`src/rtl/layer_train_sequencer_pkg.sv`:
```
// Shared types and defaults for the layer training sequencer.
package layer_train_sequencer_pkg;

  localparam int unsigned Z2O_W  = 8;
  localparam int unsigned FRAC_W = 16;

  typedef logic [Z2O_W-1:0]         zero2one_t;
  typedef logic signed [FRAC_W-1:0] frac_t;

  localparam int unsigned N_DEF      = 16;
  localparam int unsigned M_DEF      = 8;
  localparam int unsigned DEPTH_DEF  = 4;
  localparam int unsigned SETTLE_DEF = 2;

  typedef enum logic [2:0] {
    IDLE,
    DISPATCH,
    FIRE,
    WAIT,
    CAPTURE,
    HOLD
  } seq_state_t;

endpackage

```
`src/rtl/layer_train_sequencer_if.sv`:
```
// Sample stream, layer drive/return and result stream of the training sequencer.
interface layer_train_sequencer_if
  import layer_train_sequencer_pkg::*;
#(
  parameter int unsigned N = N_DEF,
  parameter int unsigned M = M_DEF
) ();

  logic                  s_valid;
  logic                  s_ready;
  zero2one_t [N-1:0]     s_in;
  zero2one_t [M-1:0]     s_target;
  logic                  learn_en;
  zero2one_t [N-1:0]     layer_in;
  zero2one_t [M-1:0]     layer_expected;
  logic                  layer_valid;
  logic                  layer_learn;
  zero2one_t [M-1:0]     layer_out;
  logic                  r_valid;
  logic                  r_ready;
  zero2one_t [M-1:0]     r_out;
  logic                  r_learned;
  logic                  busy;

  modport slave (
    input  s_valid, s_in, s_target, learn_en, layer_out, r_ready,
    output s_ready, layer_in, layer_expected, layer_valid, layer_learn,
           r_valid, r_out, r_learned, busy
  );

  modport master (
    output s_valid, s_in, s_target, learn_en, layer_out, r_ready,
    input  s_ready, layer_in, layer_expected, layer_valid, layer_learn,
           r_valid, r_out, r_learned, busy
  );

endinterface

```
`src/rtl/layer_train_sequencer_sample_fifo.sv`:
```
// Circular sample queue; ready is derived from the registered count only.
module layer_train_sequencer_sample_fifo #(
  parameter int unsigned WIDTH = 8,
  parameter int unsigned DEPTH = 4
) (
  input  logic                       clock,
  input  logic                       reset,
  input  logic                       push,
  input  logic [WIDTH-1:0]           wr_data,
  input  logic                       pop,
  output logic [WIDTH-1:0]           rd_data_c,
  output logic                       ready_c,
  output logic [$clog2(DEPTH+1)-1:0] count,
  output logic [$clog2(DEPTH+1)-1:0] count_nxt_c
);

  localparam int unsigned AW = $clog2(DEPTH);
  localparam int unsigned CW = $clog2(DEPTH + 1);

  logic [WIDTH-1:0] mem_q [DEPTH];
  logic [WIDTH-1:0] mem_d [DEPTH];
  logic [AW-1:0]    wr_ptr_q, wr_ptr_d;
  logic [AW-1:0]    rd_ptr_q, rd_ptr_d;
  logic [CW-1:0]    count_q, count_d;
  logic             push_ok, pop_ok;

  assign ready_c     = (count_q < CW'(DEPTH));
  assign push_ok     = push && ready_c;
  assign pop_ok      = pop && (count_q != '0);
  assign rd_data_c   = mem_q[rd_ptr_q];
  assign count       = count_q;
  assign count_nxt_c = count_d;

  always_comb begin
    mem_d    = mem_q;
    wr_ptr_d = wr_ptr_q;
    rd_ptr_d = rd_ptr_q;
    count_d  = count_q + CW'(push_ok) - CW'(pop_ok);
    if (push_ok) begin
      mem_d[wr_ptr_q] = wr_data;
      wr_ptr_d        = wr_ptr_q + AW'(1);
    end
    if (pop_ok) begin
      rd_ptr_d = rd_ptr_q + AW'(1);
    end
  end

  always_ff @(posedge clock) begin
    if (reset) begin
      mem_q    <= '{default: '0};
      wr_ptr_q <= '0;
      rd_ptr_q <= '0;
      count_q  <= '0;
    end else begin
      mem_q    <= mem_d;
      wr_ptr_q <= wr_ptr_d;
      rd_ptr_q <= rd_ptr_d;
      count_q  <= count_d;
    end
  end

endmodule

```
`src/rtl/layer_train_sequencer.sv`:
```
// Queues (input, target) samples, runs each through the layer one at a time
// and returns the captured layer outputs on a result stream.
module layer_train_sequencer
  import layer_train_sequencer_pkg::*;
#(
  parameter int unsigned N      = N_DEF,
  parameter int unsigned M      = M_DEF,
  parameter int unsigned DEPTH  = DEPTH_DEF,
  parameter int unsigned SETTLE = SETTLE_DEF
) (
  input  logic                   clock,
  input  logic                   reset,
  layer_train_sequencer_if.slave bus
);

  localparam int unsigned SMP_W = (N + M) * Z2O_W;
  localparam int unsigned CNT_W = $clog2(SETTLE + 1);
  localparam int unsigned CW    = $clog2(DEPTH + 1);

  seq_state_t        state_q, state_d;
  logic [CNT_W-1:0]  cnt_q, cnt_d;
  logic              learn_q, learn_d;
  zero2one_t [N-1:0] layer_in_q, layer_in_d;
  zero2one_t [M-1:0] layer_exp_q, layer_exp_d;
  logic              layer_valid_q, layer_valid_d;
  logic              layer_learn_q, layer_learn_d;
  logic              r_valid_q, r_valid_d;
  zero2one_t [M-1:0] r_out_q, r_out_d;
  logic              r_learned_q, r_learned_d;
  logic              busy_q, busy_d;

  logic              fifo_ready_c;
  logic              push, pop;
  logic [SMP_W-1:0]  head_c;
  zero2one_t [N-1:0] head_in_c;
  zero2one_t [M-1:0] head_tgt_c;
  logic [CW-1:0]     fifo_count, fifo_count_nxt_c;

  assign push = bus.s_valid && fifo_ready_c;
  assign pop  = (state_q == DISPATCH);
  assign {head_in_c, head_tgt_c} = head_c;

  layer_train_sequencer_sample_fifo #(
    .WIDTH (SMP_W),
    .DEPTH (DEPTH)
  ) u_fifo (
    .clock       (clock),
    .reset       (reset),
    .push        (push),
    .wr_data     ({bus.s_in, bus.s_target}),
    .pop         (pop),
    .rd_data_c   (head_c),
    .ready_c     (fifo_ready_c),
    .count       (fifo_count),
    .count_nxt_c (fifo_count_nxt_c)
  );

  // Next-state and registered-output logic; pulses default low every cycle.
  always_comb begin
    state_d       = state_q;
    cnt_d         = cnt_q;
    learn_d       = learn_q;
    layer_in_d    = layer_in_q;
    layer_exp_d   = layer_exp_q;
    layer_valid_d = 1'b0;
    layer_learn_d = 1'b0;
    r_valid_d     = r_valid_q;
    r_out_d       = r_out_q;
    r_learned_d   = r_learned_q;

    unique case (state_q)
      IDLE: begin
        if ((fifo_count != '0) && !r_valid_q) state_d = DISPATCH;
      end
      DISPATCH: begin
        layer_in_d    = head_in_c;
        layer_exp_d   = head_tgt_c;
        learn_d       = bus.learn_en;
        cnt_d         = CNT_W'(SETTLE);
        layer_valid_d = 1'b1;
        state_d       = FIRE;
      end
      FIRE: begin
        state_d = WAIT;
      end
      WAIT: begin
        cnt_d = cnt_q - CNT_W'(1);
        if (cnt_q == CNT_W'(1)) begin
          r_out_d       = bus.layer_out;
          r_valid_d     = 1'b1;
          r_learned_d   = learn_q;
          layer_learn_d = learn_q;
          state_d       = CAPTURE;
        end
      end
      // r_valid is already visible here, so a ready consumer completes the handshake now.
      CAPTURE, HOLD: begin
        if (bus.r_ready) begin
          r_valid_d = 1'b0;
          state_d   = IDLE;
        end else begin
          state_d = HOLD;
        end
      end
      default: state_d = IDLE;
    endcase

    busy_d = (state_d != IDLE) || (fifo_count_nxt_c != '0);
  end

  always_ff @(posedge clock) begin
    if (reset) begin
      state_q       <= IDLE;
      cnt_q         <= '0;
      learn_q       <= 1'b0;
      layer_in_q    <= '0;
      layer_exp_q   <= '0;
      layer_valid_q <= 1'b0;
      layer_learn_q <= 1'b0;
      r_valid_q     <= 1'b0;
      r_out_q       <= '0;
      r_learned_q   <= 1'b0;
      busy_q        <= 1'b0;
    end else begin
      state_q       <= state_d;
      cnt_q         <= cnt_d;
      learn_q       <= learn_d;
      layer_in_q    <= layer_in_d;
      layer_exp_q   <= layer_exp_d;
      layer_valid_q <= layer_valid_d;
      layer_learn_q <= layer_learn_d;
      r_valid_q     <= r_valid_d;
      r_out_q       <= r_out_d;
      r_learned_q   <= r_learned_d;
      busy_q        <= busy_d;
    end
  end

  assign bus.s_ready        = fifo_ready_c;
  assign bus.layer_in       = layer_in_q;
  assign bus.layer_expected = layer_exp_q;
  assign bus.layer_valid    = layer_valid_q;
  assign bus.layer_learn    = layer_learn_q;
  assign bus.r_valid        = r_valid_q;
  assign bus.r_out          = r_out_q;
  assign bus.r_learned      = r_learned_q;
  assign bus.busy           = busy_q;

endmodule

```
`src/flat_wrapper.sv`:
```
// flat-port wrapper written by rule: the top's interface ports become plain ports
module layer_train_sequencer_flat import layer_train_sequencer_pkg::*;
#(
  parameter int unsigned N      = N_DEF,
  parameter int unsigned M      = M_DEF,
  parameter int unsigned DEPTH  = DEPTH_DEF,
  parameter int unsigned SETTLE = SETTLE_DEF
)
  (clock, reset, bus_s_valid, bus_s_in, bus_s_target, bus_learn_en, bus_layer_out, bus_r_ready, bus_s_ready, bus_layer_in, bus_layer_expected, bus_layer_valid, bus_layer_learn, bus_r_valid, bus_r_out, bus_r_learned, bus_busy);
  layer_train_sequencer_if #(.N(N), .M(M)) bus_i ();
  input  logic clock;
  input  logic reset;
  input wire logic [$bits(bus_i.s_valid)-1:0] bus_s_valid;
  input wire logic [$bits(bus_i.s_in)-1:0] bus_s_in;
  input wire logic [$bits(bus_i.s_target)-1:0] bus_s_target;
  input wire logic [$bits(bus_i.learn_en)-1:0] bus_learn_en;
  input wire logic [$bits(bus_i.layer_out)-1:0] bus_layer_out;
  input wire logic [$bits(bus_i.r_ready)-1:0] bus_r_ready;
  output wire logic [$bits(bus_i.s_ready)-1:0] bus_s_ready;
  output wire logic [$bits(bus_i.layer_in)-1:0] bus_layer_in;
  output wire logic [$bits(bus_i.layer_expected)-1:0] bus_layer_expected;
  output wire logic [$bits(bus_i.layer_valid)-1:0] bus_layer_valid;
  output wire logic [$bits(bus_i.layer_learn)-1:0] bus_layer_learn;
  output wire logic [$bits(bus_i.r_valid)-1:0] bus_r_valid;
  output wire logic [$bits(bus_i.r_out)-1:0] bus_r_out;
  output wire logic [$bits(bus_i.r_learned)-1:0] bus_r_learned;
  output wire logic [$bits(bus_i.busy)-1:0] bus_busy;
  assign bus_i.s_valid = bus_s_valid;
  assign bus_i.s_in = bus_s_in;
  assign bus_i.s_target = bus_s_target;
  assign bus_i.learn_en = bus_learn_en;
  assign bus_i.layer_out = bus_layer_out;
  assign bus_i.r_ready = bus_r_ready;
  assign bus_s_ready = bus_i.s_ready;
  assign bus_layer_in = bus_i.layer_in;
  assign bus_layer_expected = bus_i.layer_expected;
  assign bus_layer_valid = bus_i.layer_valid;
  assign bus_layer_learn = bus_i.layer_learn;
  assign bus_r_valid = bus_i.r_valid;
  assign bus_r_out = bus_i.r_out;
  assign bus_r_learned = bus_i.r_learned;
  assign bus_busy = bus_i.busy;
  layer_train_sequencer #(.N(N), .M(M), .DEPTH(DEPTH), .SETTLE(SETTLE)) u_core (.clock(clock), .reset(reset), .bus(bus_i));
endmodule
```
`config.mk`:
```
export PLATFORM = sky130hd
export DESIGN_NAME = layer_train_sequencer_flat
export DESIGN_NICKNAME = d
export VERILOG_FILES = /design/src/rtl/layer_train_sequencer_pkg.sv /design/src/rtl/layer_train_sequencer_if.sv /design/src/rtl/layer_train_sequencer_sample_fifo.sv /design/src/rtl/layer_train_sequencer.sv /design/src/flat_wrapper.sv
export SDC_FILE = /design/constraint.sdc
export NUM_CORES = 2
export LEC_CHECK = 0
export CORE_ASPECT_RATIO = 1.4
export CORE_UTILIZATION = 35
export DETAILED_ROUTE_END_ITERATION = 8
export GPL_TIMING_DRIVEN = 0
export SETUP_SLACK_MARGIN = 0.2
export SLEW_MARGIN = 40
export SYNTH_ARGS = -nofsm -noshare
export SYNTH_HDL_FRONTEND = slang
export SYNTH_SLANG_ARGS = --single-unit
```
`constraint.sdc`:
```
create_clock -name clock -period 2.92 [get_ports clock]
set_input_delay 0.73 -clock clock [delete_from_list [all_inputs] [get_ports clock]]
set_output_delay 0.73 -clock clock [all_outputs]
set_load 0.005 [all_outputs]
```
* Yosys cells after proc, flatten, opt, wreduce, memory -nomap -nowiden
Index checks and enable logic that the tools add are counted.
Widths: inputs -> output; s select.
** Storage, ports and cells
- Input port bits :: 261
- Bits in registers :: 1042
- Output and inout bits :: 262
- Logic and storage cells :: 100
** Operators by class
- Order comparisons :: 4
- Reduce and logical (&&, ||, !) cells :: 17
- Equal/unequal tests :: 8
- Mux-type cells :: 15
- $add $sub $neg :: 5
- Bitwise operators :: 4
** Operators with widths (count)
- $bwmux 768 :: 1
- $mux 192 :: 3
- $bmux 192 s2 :: 1
- $demux 192 s2 :: 1
- $pmux 3 s5 :: 1
- $mux 3 :: 3
- $reduce_bool 3->1 :: 3
- $eq 3x2->1 const B :: 2
- $eq 3x3->1 const B :: 2
- $ge 3x3->1 const B :: 2
- $not 2->3 :: 2
- $logic_and 1x1->1 :: 5
- $add 2x1->2 const B :: 2
- $pmux 2 s2 :: 1
- $reduce_bool 2->1 :: 2
- $add 3x1->3 :: 1
- $eq 3x1->1 const B :: 1
- $logic_not 3->1 :: 1
- $lt 3x1->1 const B :: 1
- $lt 3x3->1 const B :: 1
- $mux 1 :: 3
- $reduce_and 3->1 :: 1
- $reduce_or 3->1 :: 1
- $sub 3x1->3 :: 1
- 10 further kinds :: 11

* Depth between registers and ports, before layout
- Word-level depth :: 7
- Mapped depth :: 11

* By module
From an unflattened synthesis, not the netlist that was laid out.
** Unflattened totals
- Cell total of the unflattened synthesis :: 4778
- Area, all modules :: 40825.4 µm²
** By module, submodules not included
- layer_train_sequencer_sample_fifo :: cells an instance 3612, area each 31527.7 µm², sequential area each 15514.9 µm², times used 1
- layer_train_sequencer :: cells an instance 1166, area each 9297.7 µm², sequential area each 5345.1 µm², times used 1

* Worst setup path before layout
No wires, ideal clock.
- Kind :: input port to flip-flop
- Start point :: input bus_s_valid
- End point :: register u_core.busy_q, in the netlist u_core.bus.busy
- Library setup time :: 142 ps
- Required time :: 2778 ps
- Arrival :: 2387 ps
- Setup slack :: 391 ps
- Cell stages on the path :: 9
- Cells stage by stage :: nor2b_2 -> buf_4 -> inv_1 -> ha_1 -> inv_1 -> ha_1 -> fa_1 -> a2111oi_0 -> a41oi_1
** On the way
- Cells in the longest elaborated chain, start to end :: 6
** Ends and longest elaborated chain
- start: declaration :: line flat_wrapper.sv:13 : input wire logic [$bits(bus_i.s_valid)-1:0] bus_s_valid;
- $logic_and 1x1->1 :: line layer_train_sequencer.sv:39 : assign push = bus.s_valid && fifo_ready_c;
- $logic_and 1x1->1 :: line layer_train_sequencer_sample_fifo.sv:28 : assign push_ok = push && ready_c;
- $add 3x1->3 :: line layer_train_sequencer_sample_fifo.sv:38 : count_d = count_q + CW'(push_ok) - CW'(pop_ok);
- $sub 3x1->3 :: line layer_train_sequencer_sample_fifo.sv:38
- net u_core.fifo_count_nxt_c[1] :: line layer_train_sequencer.sv:37 : logic [CW-1:0] fifo_count, fifo_count_nxt_c;
- $reduce_bool 3->1 :: line layer_train_sequencer.sv:108 : busy_d = (state_d != IDLE) || (fifo_count_nxt_c != '0);
- $logic_or 1x1->1 :: line layer_train_sequencer.sv:108
- end signal: assignment :: line layer_train_sequencer.sv:135 : busy_q <= busy_d;
- end: declaration :: line layer_train_sequencer.sv:30 : logic busy_q, busy_d;
The timed path passes the listed nets, and every way through them passes these cells.
A chain may end at the register's enable or synchronous reset.

* Worst setup path after layout
- Start point :: register u_core.state_q[0]
- End point :: register u_core.busy_q, in the netlist u_core.bus.busy
** On the way
- Cells in the longest elaborated chain, start to end :: 5
** Ends and longest elaborated chain
- start: declaration :: line layer_train_sequencer.sv:20 : seq_state_t state_q, state_d;
- start signal: assignment :: line layer_train_sequencer.sv:125 : state_q <= state_d;
- $eq 3x1->1 :: line layer_train_sequencer.sv:40 : assign pop = (state_q == DISPATCH);
- $logic_and 1x1->1 :: line layer_train_sequencer_sample_fifo.sv:29 : assign pop_ok = pop && (count_q != '0);
- net u_core.u_fifo.pop_ok :: line layer_train_sequencer_sample_fifo.sv:25 : logic push_ok, pop_ok;
- $sub 3x1->3 :: line layer_train_sequencer_sample_fifo.sv:38
- net u_core.fifo_count_nxt_c[1] :: line layer_train_sequencer.sv:37
- $reduce_bool 3->1 :: line layer_train_sequencer.sv:108
- $logic_or 1x1->1 :: line layer_train_sequencer.sv:108
The timed path passes the listed nets, and every way through them passes these cells.

==> impl_metrics.toml <==
[job]
drv_cap = 0

[power_and_ir_drop]
p_clk_share_pct = 36.1
total_power_mw = 38.99
swShare_pct = 30.81
power_frac_seq_pct = 40.6
combPwrFrac_pct = 23.3
ir_worst_vdd_v = 0.0005386
p_leak_nw = 17.39
netSwitchingPower_mw = 12.01
power_density_nw_per_um2 = 752.5
power.internal_mw = 26.98

[worst_setup_path]
worstPathMaxFanout = 6
worst-path-buf-inv = 3
crit_family = "adder cells"
required_ps = 3470
worstSetupStartpointType = "flop"
end_kind = "flop"
path_cells = "buf_6 > or3b_4 > buf_8 > nor2_4 > ha_4 > inv_1 > ha_2 > fa_1 > a2111oi_4 > a41oi_2"
r2r_cells = 10
path_class = "flop to flop"
slowest_delay_ps = 470
path_depth = 10
slowest_stage = "fa_1"
cp.arrival_ps = 3190

[final_layout]
drive_above_1_share_pct = 11.83
syn_to_final_growth_pct = 26.66
nNetsFinal = 5685
layout_commonest_cell = "nand2_1"
fin_util_pct = 44.63
mostFrequentLayoutCells = "2056 x nand2_1, 1041 x dfxtp_1, 1031 x a21oi_1"

[yosys]
netlist_instances = 4779
yosysUniqueCellTypes = 38
syn-cell-area_um2 = 40910
ys_ff_latch = 1042
muxShareOfSynthArea_pct = 10.65
seq_area_frac_synth_pct = 50.99
yosys_warnings = 0
synth_edf_count = 0
synth_compound_area_share_pct = 12.80
synth_adder_area_share_pct = 0.2630
synthArstFlopShare_pct = 0
synthSimpleGateAreaFrac_pct = 19.37
synth_top_family_by_area = "simple AND/OR/NAND/NOR gates"
syn-num-nets = 5048
synth_area_per_cell_um2 = 8.560
synthFlopType = "dfxtp_1"
synth-xor-area-share_pct = 0.1071

[drt]
routed_wl_mm = 151.1
postRouteAntennaNets = 0
first_iter_violations = 2836
dr.pass1.iters = 7
drc_errors = 0
via_per_inst = 5.081
wl_per_cell_um = 21.53
vias = 35660

[timing]
fin_skew_ps = 36.69
slew_headroom_pct = 41.98
fmaxAchievable_mhz = 377.7
setup_viol = 0
hold_violations = 0
period_minus_slack_ps = 2648
fin_crit_sh_pct = 90.68
max_slew.worst_pin.slew_ps = 870.2
finalMaxSlewViolations = 0
rsz0062_at_grt = "no"

[floorplanning]
dieHeight_um = 406.5
die-area_um2 = 118300
ios = 523
die_width_um = 290.9
row_count = 148
design.core.area_um2 = 116100
initial_core_util_pct = 35.23

[global_routing]
grt_use_total_pct = 25.00
antenna_found_initial = 40
grt_max_degree = 15
overflow = 0
grt_pass1_wl_mm = 220.2
grt_pass1_vias = 34150

[worst_hold_path]
hold_path.class = "flop to flop"
hold-path-cell-count = 2

[clock_tree]
clock-sinks = 1042
htree_levels = 3
cts_inserted_buffers = 106
holdBufCountCts = 0
cts_tree = "built"
cts.path.max_buffers = 3
clkTransAtPathRegs_ps = 70
insertion_delay_ps = 720
cts_root_buffer = "clkbuf_16"

[placement]
io_buffers = 521
gp_congestion = 0.8254
place_hpwl_mm = 106.2

[outcome]
status = "finished, final reports clean"
synth_stat cells (3+ instances only):
master	count	area (um^2)
clkbuf_1	127	476.7
mux4_2	183	4121
mux4_1	9	236.5
buf_6	54	608.1
nor2b_1	4	25.02
a21oi_1	1031	5160
inv_1	10	37.54
ha_1	7	87.58
buf_4	82	615.6
buf_2	124	620.6
dfxtp_1	1042	20860
nand2_1	2056	7717
nor2_1	13	48.80
xnor2_1	5	43.79
o21bai_1	3	22.52
path summary, 6_finish.rpt:
path                            slack [ps]                       end                startpoint
worst max register to register         270           u_core.bus.busy         u_core.state_q[0]
worst min-delay path                   450  u_core.u_fifo.mem_q[148]  u_core.u_fifo.mem_q[148]
worst min register to register         450  u_core.u_fifo.mem_q[148]  u_core.u_fifo.mem_q[148]
worst max-delay path                   270           u_core.bus.busy         u_core.state_q[0]
power groups by stage:
stage / Clock [mW] / Combinational (mW) / Sequential, mW
6_report: 14.1 / 9.08 / 15.8
5_1_grt: 14.9 / 9.75 / 15.9
4_1_cts: 14.3 / 9.00 / 15.8
3_5_place_dp: 0 / 8.93 / 16.1
2_1_floorplan: 0 / 5.31 / 16.0
3_3_place_gp: 0 / 8.87 / 16.1
kinds of logic after synthesis:
| logic type | count (synthesis) |
|---|---|
| xor+xnor | 5 |
| buf+inv | 400 |
| simple gates | 2091 |
| compound gates | 1041 |
| mux | 192 |
| fa+ha+maj | 8 |
| flops | 1042 |
worst reg2reg max path, cell delays in order (launching register included):
cell	delay [ps]
dfxtp_2	320
buf_6	100
or3b_4	380
buf_8	140
nor2_4	100
ha_4	200
inv_1	50
ha_2	160
fa_1	470
a2111oi_4	320
a41oi_2	230
sequential cells by signal, indices dropped and copies added, names as in the netlist:
register,flops
u_core.bus.layer_in,128
u_core.u_fifo.wr_ptr_q,2
u_core.bus.r_valid,1
u_core.cnt_q,2
u_core.u_fifo.count,3
u_core.u_fifo.rd_ptr_q,2
u_core.bus.layer_expected,64
u_core.bus.busy,1
u_core.learn_q,1
u_core.bus.layer_valid,1
u_core.state_q,3
u_core.bus.layer_learn,1
u_core.bus.r_out,64
u_core.bus.r_learned,1
u_core.u_fifo.mem_q,768
per-layer routing:
metal	GRT usage, %	part of all wire (%)	up-vias
met1	30.51	40	16980
met5	0	0.13	-
met4	12.77	4.3	30
met2	41.12	48	1261
li1	-	-	17100
met3	5.885	7.6	286
what timing repair did:
action	in CTS	in global routing
buffers inserted	1	5
gates cloned	0	0
pin swaps	1	5
setup endpoints to repair	1	1
resized for setup	3	13
metrics by stage:
stage	area (um^2)	hold WS, ps	instances	setup WS (ps)	setup TNS, ps
finish	51810	450.3	7019	272.1	0
global route	51790	464.4	7011	195.2	0
CTS	51650	451.6	6991	200.3	0
detailed placement	48080	443.3	6802	-858.7	-61790
global placement	48000	437.3	6800	-850.1	-57930
floorplan	40910	431.5	4779	390.9	0
cell type report:
cell class	instances	area (um^2)
fillers	11350	64290
flip-flops and latches	1042	20860
multi-input cells	3337	17740
repair buffers	529	5318
clock buffers	158	3181
plain buffers	390	2377
well taps	1500	1877
clock inverters	30	370.4
diodes	23	57.56
inverters	10	37.54
Note: power is estimated with default switching activity, not from simulation.
